==> src/rtl/csa_tree_pipe_pkg.sv <==
// Pipeline placement helpers for the CSA tree: stage count and register positions.
package csa_tree_pipe_pkg;

  function automatic int csa_num_stg(input int num_lvl, input int lps);
    return (num_lvl + lps - 1) / lps;
  endfunction

  // A register closes every lps levels and always after the final level.
  function automatic bit csa_reg_after(input int lvl, input int num_lvl, input int lps);
    return ((lvl + 1) % lps == 0) || (lvl == num_lvl - 1);
  endfunction

  function automatic int csa_stg_of(input int lvl, input int lps);
    return lvl / lps;
  endfunction

endpackage

==> src/rtl/fpu_defs_fmac.sv <==
// Shared FMAC constants and Wallace-tree sizing helpers used by the CSA tree.
package fpu_defs_fmac;

  localparam int C_FMAC_MANT = 23;

  // Operand count entering level lvl when the tree starts with n vectors.
  function automatic int csa_ops(input int n, input int lvl);
    int k;
    k = n;
    for (int i = 0; i < lvl; i++) k = 2 * (k / 3) + (k % 3);
    return k;
  endfunction

  function automatic int csa_levels(input int n);
    int k;
    int l;
    k = n;
    l = 0;
    while (k > 2) begin
      k = 2 * (k / 3) + (k % 3);
      l++;
    end
    return l;
  endfunction

endpackage

==> src/rtl/csa_tree_pipe_if.sv <==
// Operand/result handshake bundle for csa_tree_pipe.
interface csa_tree_pipe_if #(
  parameter int WIDTH  = 2 * fpu_defs_fmac::C_FMAC_MANT + 3,
  parameter int NUM_PP = 13
);
  logic                         Flush_SI;
  logic                         In_valid_SI;
  logic                         In_ready_SO;
  logic [NUM_PP-1:0][WIDTH-1:0] Pp_index_DI;
  logic                         Out_valid_SO;
  logic                         Out_ready_SI;
  logic [WIDTH-1:0]             Pp_sum_DO;
  logic [WIDTH-1:0]             Pp_carry_DO;
  logic                         MSB_cor_DO;

  modport master (
    output Flush_SI, In_valid_SI, Pp_index_DI, Out_ready_SI,
    input  In_ready_SO, Out_valid_SO, Pp_sum_DO, Pp_carry_DO, MSB_cor_DO
  );

  modport slave (
    input  Flush_SI, In_valid_SI, Pp_index_DI, Out_ready_SI,
    output In_ready_SO, Out_valid_SO, Pp_sum_DO, Pp_carry_DO, MSB_cor_DO
  );
endinterface

==> src/rtl/csa_tree_pipe_csa.sv <==
// 3:2 carry-save adder; carry is returned unshifted so the caller owns alignment.
module csa_tree_pipe_csa #(
  parameter int WIDTH = 8
) (
  input  logic [WIDTH-1:0] a,
  input  logic [WIDTH-1:0] b,
  input  logic [WIDTH-1:0] c,
  output logic [WIDTH-1:0] sum,
  output logic [WIDTH-1:0] carry
);
  assign sum   = a ^ b ^ c;
  assign carry = (a & b) | (a & c) | (b & c);
endmodule

==> src/rtl/csa_tree_pipe.sv <==
// Pipelined Wallace 3:2 tree reducing NUM_PP partial products to a sum/carry pair,
// with per-stage valid bits, backpressure and flush.
module csa_tree_pipe
  import fpu_defs_fmac::*;
  import csa_tree_pipe_pkg::*;
#(
  parameter int WIDTH       = 2 * C_FMAC_MANT + 3,
  parameter int NUM_PP      = 13,
  parameter int LVL_PER_STG = 2
) (
  input logic            Clk_CI,
  input logic            Rst_RI,
  csa_tree_pipe_if.slave bus
);

  localparam int NUM_LVL = csa_levels(NUM_PP);
  localparam int NUM_STG = csa_num_stg(NUM_LVL, LVL_PER_STG);

  logic [NUM_STG-1:0] vld_pipe;
  logic [NUM_STG-1:0] adv;
  logic [NUM_STG-1:0] ld;
  logic               in_ready;

  // Advance resolves from the output back so a full pipe drains in lockstep.
  always_comb begin
    adv = '0;
    adv[NUM_STG-1] = vld_pipe[NUM_STG-1] & bus.Out_ready_SI;
    for (int k = NUM_STG - 2; k >= 0; k--)
      adv[k] = vld_pipe[k] & (~vld_pipe[k+1] | adv[k+1]);
  end

  assign in_ready = ~Rst_RI & ~bus.Flush_SI & (~vld_pipe[0] | adv[0]);

  always_comb begin
    ld    = adv << 1;
    ld[0] = bus.In_valid_SI & in_ready;
  end

  always_ff @(posedge Clk_CI) begin
    if (Rst_RI || bus.Flush_SI) vld_pipe <= '0;
    else                        vld_pipe <= ld | (vld_pipe & ~adv);
  end

  assign bus.In_ready_SO  = in_ready;
  assign bus.Out_valid_SO = vld_pipe[NUM_STG-1];

  for (genvar l = 0; l < NUM_LVL; l++) begin : g_lvl
    localparam int N_IN  = csa_ops(NUM_PP, l);
    localparam int N_GRP = N_IN / 3;
    localparam int N_LFT = N_IN - 3 * N_GRP;
    localparam int N_OUT = csa_ops(NUM_PP, l + 1);
    localparam int STG   = csa_stg_of(l, LVL_PER_STG);

    logic [N_IN-1:0][WIDTH-1:0]  vin;
    logic [N_OUT-1:0][WIDTH-1:0] vout;
    logic [N_OUT-1:0][WIDTH-1:0] nxt;
    logic [N_GRP-1:0]            cout_msb;
    logic                        msb_in;
    logic                        msb_out;
    logic                        nxt_msb;

    if (l == 0) begin : g_src
      assign vin    = bus.Pp_index_DI;
      assign msb_in = 1'b0;
    end else begin : g_chain
      assign vin    = g_lvl[l-1].nxt;
      assign msb_in = g_lvl[l-1].nxt_msb;
    end

    for (genvar g = 0; g < N_GRP; g++) begin : g_grp
      logic [WIDTH-1:0] s;
      logic [WIDTH-1:0] c;
      csa_tree_pipe_csa #(.WIDTH(WIDTH)) u_csa (
        .a     (vin[3*g]),
        .b     (vin[3*g+1]),
        .c     (vin[3*g+2]),
        .sum   (s),
        .carry (c)
      );
      // Carry weight-aligned here; the bit pushed past the MSB feeds the correction flag.
      assign vout[2*g]   = s;
      assign vout[2*g+1] = {c[WIDTH-2:0], 1'b0};
      assign cout_msb[g] = c[WIDTH-1];
    end

    for (genvar r = 0; r < N_LFT; r++) begin : g_lft
      assign vout[2*N_GRP+r] = vin[3*N_GRP+r];
    end

    assign msb_out = msb_in | (|cout_msb);

    if (csa_reg_after(l, NUM_LVL, LVL_PER_STG)) begin : g_reg
      always_ff @(posedge Clk_CI) begin
        if (Rst_RI) begin
          nxt     <= '0;
          nxt_msb <= 1'b0;
        end else if (ld[STG]) begin
          nxt     <= vout;
          nxt_msb <= msb_out;
        end
      end
    end else begin : g_wire
      assign nxt     = vout;
      assign nxt_msb = msb_out;
    end

    if (l == NUM_LVL - 1) begin : g_out
      assign bus.Pp_sum_DO   = nxt[0];
      assign bus.Pp_carry_DO = nxt[1];
      assign bus.MSB_cor_DO  = nxt_msb;
    end
  end

endmodule

==> src/flat_wrapper.sv <==
// flat-port wrapper written by rule: the top's interface ports become plain ports
module csa_tree_pipe_flat import fpu_defs_fmac::*; import csa_tree_pipe_pkg::*;
#(
  parameter int WIDTH       = 2 * C_FMAC_MANT + 3,
  parameter int NUM_PP      = 13,
  parameter int LVL_PER_STG = 2
)
  (Clk_CI, Rst_RI, bus_Flush_SI, bus_In_valid_SI, bus_Pp_index_DI, bus_Out_ready_SI, bus_In_ready_SO, bus_Out_valid_SO, bus_Pp_sum_DO, bus_Pp_carry_DO, bus_MSB_cor_DO);
  csa_tree_pipe_if #(.WIDTH(WIDTH), .NUM_PP(NUM_PP)) bus_i ();
  input logic Clk_CI;
  input logic Rst_RI;
  input wire logic [$bits(bus_i.Flush_SI)-1:0] bus_Flush_SI;
  input wire logic [$bits(bus_i.In_valid_SI)-1:0] bus_In_valid_SI;
  input wire logic [$bits(bus_i.Pp_index_DI)-1:0] bus_Pp_index_DI;
  input wire logic [$bits(bus_i.Out_ready_SI)-1:0] bus_Out_ready_SI;
  output wire logic [$bits(bus_i.In_ready_SO)-1:0] bus_In_ready_SO;
  output wire logic [$bits(bus_i.Out_valid_SO)-1:0] bus_Out_valid_SO;
  output wire logic [$bits(bus_i.Pp_sum_DO)-1:0] bus_Pp_sum_DO;
  output wire logic [$bits(bus_i.Pp_carry_DO)-1:0] bus_Pp_carry_DO;
  output wire logic [$bits(bus_i.MSB_cor_DO)-1:0] bus_MSB_cor_DO;
  assign bus_i.Flush_SI = bus_Flush_SI;
  assign bus_i.In_valid_SI = bus_In_valid_SI;
  assign bus_i.Pp_index_DI = bus_Pp_index_DI;
  assign bus_i.Out_ready_SI = bus_Out_ready_SI;
  assign bus_In_ready_SO = bus_i.In_ready_SO;
  assign bus_Out_valid_SO = bus_i.Out_valid_SO;
  assign bus_Pp_sum_DO = bus_i.Pp_sum_DO;
  assign bus_Pp_carry_DO = bus_i.Pp_carry_DO;
  assign bus_MSB_cor_DO = bus_i.MSB_cor_DO;
  csa_tree_pipe #(.WIDTH(WIDTH), .NUM_PP(NUM_PP), .LVL_PER_STG(LVL_PER_STG)) u_core (.Clk_CI(Clk_CI), .Rst_RI(Rst_RI), .bus(bus_i));
endmodule
==> config.mk <==
export PLATFORM = sky130hd
export DESIGN_NAME = csa_tree_pipe_flat
export DESIGN_NICKNAME = d
export VERILOG_FILES = /design/src/rtl/csa_tree_pipe_pkg.sv /design/src/rtl/fpu_defs_fmac.sv /design/src/rtl/csa_tree_pipe_if.sv /design/src/rtl/csa_tree_pipe_csa.sv /design/src/rtl/csa_tree_pipe.sv /design/src/flat_wrapper.sv
export SDC_FILE = /design/constraint.sdc
export NUM_CORES = 2
export LEC_CHECK = 0
export CAP_MARGIN = 20
export CORE_AREA = 5 5 319 321
export CTS_CLUSTER_SIZE = 8
export DETAILED_ROUTE_END_ITERATION = 12
export DIE_AREA = 0 0 324 326
export HOLD_SLACK_MARGIN = 0.1
export SLEW_MARGIN = 5
export SYNTH_ARGS = -nofsm -noshare
export SYNTH_HDL_FRONTEND = slang
export SYNTH_SLANG_ARGS = --single-unit
==> constraint.sdc <==
create_clock -name Clk_CI -period 5.6 [get_ports Clk_CI]
set_clock_uncertainty 0.2 [all_clocks]
set_input_delay 1.12 -clock Clk_CI [delete_from_list [all_inputs] [get_ports Clk_CI]]
set_output_delay 1.12 -clock Clk_CI [all_outputs]
set_load 0.01 [all_outputs]
# Word level (Yosys, flattened, before mapping)

Cells that the tools add are included.

Memories kept: 0
Bits in latches: 0
Word-level logic and storage cells: 117
Output and inout bits: 101
Bits in read-only memories: 0
Bits in writable memories: 0
Input bits: 642
Bits in registers: 539

Equal/unequal tests: 0
Bitwise gates (word level): 98
Divide/modulo/power cells: 0
Shift-type cells: 0
$add $sub $neg: 0
Mux-type cells: 0
$mul: 0
Reduce and logical (&&, ||, !) cells: 4
$lt $le $gt $ge: 0

Operators by type and width:

| kind             | number |
|---|---|
| $and 49x49->49   | 33 |
| $or 49x49->49    | 22 |
| $xor 49x49->49   | 22 |
| $or 1x1->1       | 7 |
| $and 1x1->1      | 6 |
| $not 1->1        | 5 |
| $reduce_or 4->1  | 1 |
| $and 3x3->3      | 1 |
| $not 3->3        | 1 |
| $or 3x3->3       | 1 |
| $reduce_or 3->1  | 1 |
| $reduce_or 2->1  | 1 |
| $logic_or 1x1->1 | 1 |

# Logic depth before layout (Yosys ltp)

Depth after elaboration: 9
Gate-level depth with buffers: 7

# Cells and area by module

From an unflattened synthesis, not the netlist that was laid out.

Cell total of the unflattened synthesis: 3,000
Area, all modules: 31,260.0 um2

Modules (own cells, without submodules):

| module            | times used | area an instance (um2) | cells an instance |
|---|---|---|---|
| csa_tree_pipe     | 1          | 20,469.6               | 2,461 |
| csa_tree_pipe_csa | 11         | 980.9                  | 49 |

# Worst setup path before layout

No wires, ideal clock.

Kind: input to output
Start point: input port bus_Out_ready_SI
End point: output port bus_In_ready_SO
Arrival: 1.895 ns
Stages: 4
Data required time: 4.280 ns
Slack: 2.385 ns
Path buffers: 2
Cells stage by stage: and4b_1 buf_2 buf_2 nor3_1

Cells in the longest elaborated chain, start to end: 7

RTL lines:

| element            | RTL line            | text |
|---|---|---|
| start: declaration | flat_wrapper.sv:15  | `input wire logic [$bits(bus_i.Out_ready_SI)-1:0] bus_Out_ready_SI;` |
| $and 1x1->1        | csa_tree_pipe.sv:27 | `adv[NUM_STG-1] = vld_pipe[NUM_STG-1] & bus.Out_ready_SI;` |
| $or 1x1->1         | csa_tree_pipe.sv:29 | `adv[k] = vld_pipe[k] & (~vld_pipe[k+1] \| adv[k+1]);` |
| $and 1x1->1        | csa_tree_pipe.sv:29 |  |
| $or 1x1->1         | csa_tree_pipe.sv:29 |  |
| $and 1x1->1        | csa_tree_pipe.sv:29 |  |
| $or 1x1->1         | csa_tree_pipe.sv:32 | `assign in_ready = ~Rst_RI & ~bus.Flush_SI & (~vld_pipe[0] \| adv[0]);` |
| $and 1x1->1        | csa_tree_pipe.sv:32 |  |
| end: declaration   | flat_wrapper.sv:16  | `output wire logic [$bits(bus_i.In_ready_SO)-1:0] bus_In_ready_SO;` |

Every way passes these cells.

# Worst setup path in the final report

Ends and elaborated chain as after synthesis.

==> results_dict.tcl <==
set metrics [dict create \
    drt_iter0_markers 1615 \
    p_seq_frac 0.384 \
    io-pin-count 743 \
    fill_cells 9857 \
    cts_buffers 78 \
    ys_seq_elements 536 \
    clock_latency_ns 0.61 \
    grt_pass1_wl_microns 158600 \
    path_class "in -> out" \
    syn_inst 3844 \
    setup_slack_ns 1.605 \
    synth_fa_ha_area_frac 0.3120 \
    crit_chain "clkdlybuf4s50_1, and4b_4, nor3_1, clkdlybuf4s50_1" \
    yosysWarnings 0 \
    layout_commonest_cell "inv_1" \
    setup_violations 0 \
    worstPathMaxFanout 6 \
    grt_pass1_vias 29434 \
    die_h_microns 326 \
    core_sq_um 98980 \
    r2r_end "u_core.g_lvl[1].nxt[266]$_SDFFE_PP0P_" \
    grt_max_degree 213 \
    max_stage_delay_ns 0.59 \
    antenna_found_initial 0 \
    vdd_drop_max_mv 0.2295 \
    seq_area_frac_synth 0.3134 \
    dr.pass1.iters 7 \
    drt.antenna.violating_nets 0 \
    synth_top_family_by_area "adder cells" \
    start_kind "primary input" \
    place_ws_ns 1.510 \
    portBuffers 740 \
    cts_root_buf "clkbuf_16" \
    synth_xor_area_frac 0 \
    combPwrFrac 0.202 \
    yosys.area_share.simple 0.07341 \
    gp_congestion 0.7848 \
    path_clk_slew_ns 0.05 \
    synth.area.mux_share 0 \
    critPathTopFamily "buffers and inverters" \
    power.density_nw_per_um2 237.1 \
    postCtsSetupBuffers 0 \
    routedWlPerCell_microns 17.34 \
    cts_tree "done" \
    rr_worst_depth 5 \
    p_leak_nw 17.74 \
    p_clk_frac 0.415 \
    cts-hold-fix-buffers 0 \
    critPathCaptureType "output port" \
    whs_ns 0.2622 \
    postSynthAreaPerCell_sq_um 8.908 \
    num_vias 27419 \
    final_hold_viol_count 0 \
    hold_depth 2 \
    die_w_microns 324 \
    crit_cells 4 \
    tns_ns 0 \
    grt_use_total 0.1863 \
    slew_headroom 0.2305 \
    multi_input_area_sq_um 18730 \
    cp-startpoint "bus_Out_ready_SI" \
    synth-compound-area-share 0.1604 \
    route.detailed.drc 0 \
    cts.repair.resized 0 \
    wirelength_microns 99140 \
    crit_top_cell "clkdlybuf4s50_1" \
    dieArea_sq_um 105600 \
    final_layout_size_suffix_gt1_frac 0.02966 \
    fin_crit_sh 0.7135 \
    ys_types 33 \
    worst_slew_pin_slew_ns 1.154 \
    rsz0062_at_grt "no" \
    worstPathBufferInverterCount 2 \
    status "completed" \
    syn_to_final_growth_pct 30.16 \
    start_util 0.3459 \
    via_per_inst 4.797 \
    nets 5583 \
    hp-class "reg -> reg" \
    dp_hpwl_microns 72250 \
    r2r-start "u_core.vld_pipe[1]$_SDFF_PP0_" \
    register_area_sq_um 10740 \
    required_ns 4.28 \
    crit_end "bus_In_ready_SO" \
    overflow 0 \
    max_freq_mhz 250.3 \
    fin_crit_ns 3.995 \
    arrival_ns 2.68 \
    h-tree-depth 3 \
    p_sw_frac 0.2734 \
    switchingPower_mw 2.889 \
    layout_common_cells "914 x inv_1, 739 x clkdlybuf4s50_1, 534 x dfxtp_1" \
    rows 116 \
    maxCapViolCount 0 \
    power.internal_mw 7.678 \
    clock_sinks 536 \
    cts_buffer_depth 3 \
    ff2ff_setup_slack_ns 2.33 \
    synth_area_sq_um 34240 \
    critPathSlowestCell "clkdlybuf4s50_1" \
    finalMaxSlewViolations 0 \
]
## state kept, by name (all words and copies together), names as in the netlist
register	cells
u_core.bus.Pp_carry_DO	47
u_core.g_lvl.nxt	434
u_core.bus.Pp_sum_DO	49
u_core.g_lvl.nxt_msb	2
u_core.bus.MSB_cor_DO	1
u_core.vld_pipe	3
## synthesized netlist by cell type (all sizes together)
library cell | instances | area share
conb | 1 | 0.00011
and2b | 1 | 0.00022
o21ai | 480 | 0.070
a21boi | 2 | 0.00044
clkbuf | 176 | 0.020
nor4b | 1 | 0.00026
nor3 | 1 | 0.00015
a21oi | 533 | 0.078
ha | 6 | 0.0022
or3b | 1 | 0.00026
nor3b | 1 | 0.00037
a311oi | 2 | 0.00051
nor2 | 4 | 0.00044
nand2b | 1 | 0.00018
nor4 | 1 | 0.00018
inv | 916 | 0.10
nand3 | 480 | 0.070
nand4b | 1 | 0.00026
and3b | 1 | 0.00026
o21a | 1 | 0.00022
dfxtp | 536 | 0.31
fa | 530 | 0.31
nand3b | 1 | 0.00022
buf | 114 | 0.021
and3 | 1 | 0.00018
a211oi | 51 | 0.011
and4b | 1 | 0.00029
## worst min-delay path by stage
stage / from / end / slack [ns]
after detailed placement: u_core.g_lvl[3].nxt[0]$_SDFFE_PP0P_ / u_core.bus.Pp_sum_DO[0]$_SDFFE_PP0P_ / 0.26
after floorplan: u_core.g_lvl[3].nxt[0]$_SDFFE_PP0P_ / u_core.bus.Pp_sum_DO[0]$_SDFFE_PP0P_ / 0.24
final: u_core.g_lvl[3].nxt[0]$_SDFFE_PP0P_ / u_core.bus.Pp_sum_DO[0]$_SDFFE_PP0P_ / 0.26
after global routing: u_core.bus.Pp_sum_DO[16]$_SDFFE_PP0P_ / u_core.bus.Pp_sum_DO[16]$_SDFFE_PP0P_ / 0.29
after CTS: u_core.g_lvl[3].nxt[0]$_SDFFE_PP0P_ / u_core.bus.Pp_sum_DO[0]$_SDFFE_PP0P_ / 0.27
after global placement: u_core.g_lvl[3].nxt[0]$_SDFFE_PP0P_ / u_core.bus.Pp_sum_DO[0]$_SDFFE_PP0P_ / 0.26
## tightest hold or removal path: stages, from the launching register on
cell,delay (ns)
dfxtp_1,0.30
nand3_1,0.06
a21oi_1,0.05
## cell type report
| type | count | share of cell area |
|---|---|---|
| well taps | 1298 | 0.03644 |
| clock buffers | 82 | 0.04436 |
| repair buffers | 770 | 0.1752 |
| clock inverters | 10 | 0.005418 |
| inverters | 916 | 0.07726 |
| diodes | 1 | 0.00005615 |
| multi-input cells | 2103 | 0.4203 |
| flip-flops and latches | 536 | 0.2409 |
## cells by family after synthesis
family	count (synthesis)
other	1
AO/OA/AOI/OAI	1069
AND/OR/NAND/NOR	496
buffers and inverters	1206
adder cells (fa/ha/maj)	536
flip-flops	536
## per-layer routing
layer,up-vias,global-route usage,share of wire
met5,-,0,0
met4,0,0.04427,0.023
met3,138,0.05281,0.074
met2,645,0.3276,0.50
met1,13471,0.2260,0.40
li1,13165,-,-
## power groups by stage
stage,Clock (mW),Sequential [mW],Combinational (mW)
global route,4.68,4.07,2.46
global placement,0,4.13,2.15
detailed placement,0,4.13,2.16
floorplan,0,4.11,1.18
CTS,4.51,4.05,2.19
finish,4.38,4.05,2.13
## through the flow
stage                 util  instance area (sq um)  cells  total power, mW
detailed placement  0.4270                  42270   5620            6.288
CTS                 0.4494                  44480   5712            10.75
floorplan                -                  34250   3845            5.283
global route        0.4502                  44570   5715            11.21
global placement    0.4270                  42270   5620            6.277
finish              0.4503                  44570   5716            10.57
No activity file was read; power rests on OpenSTA's default activity.
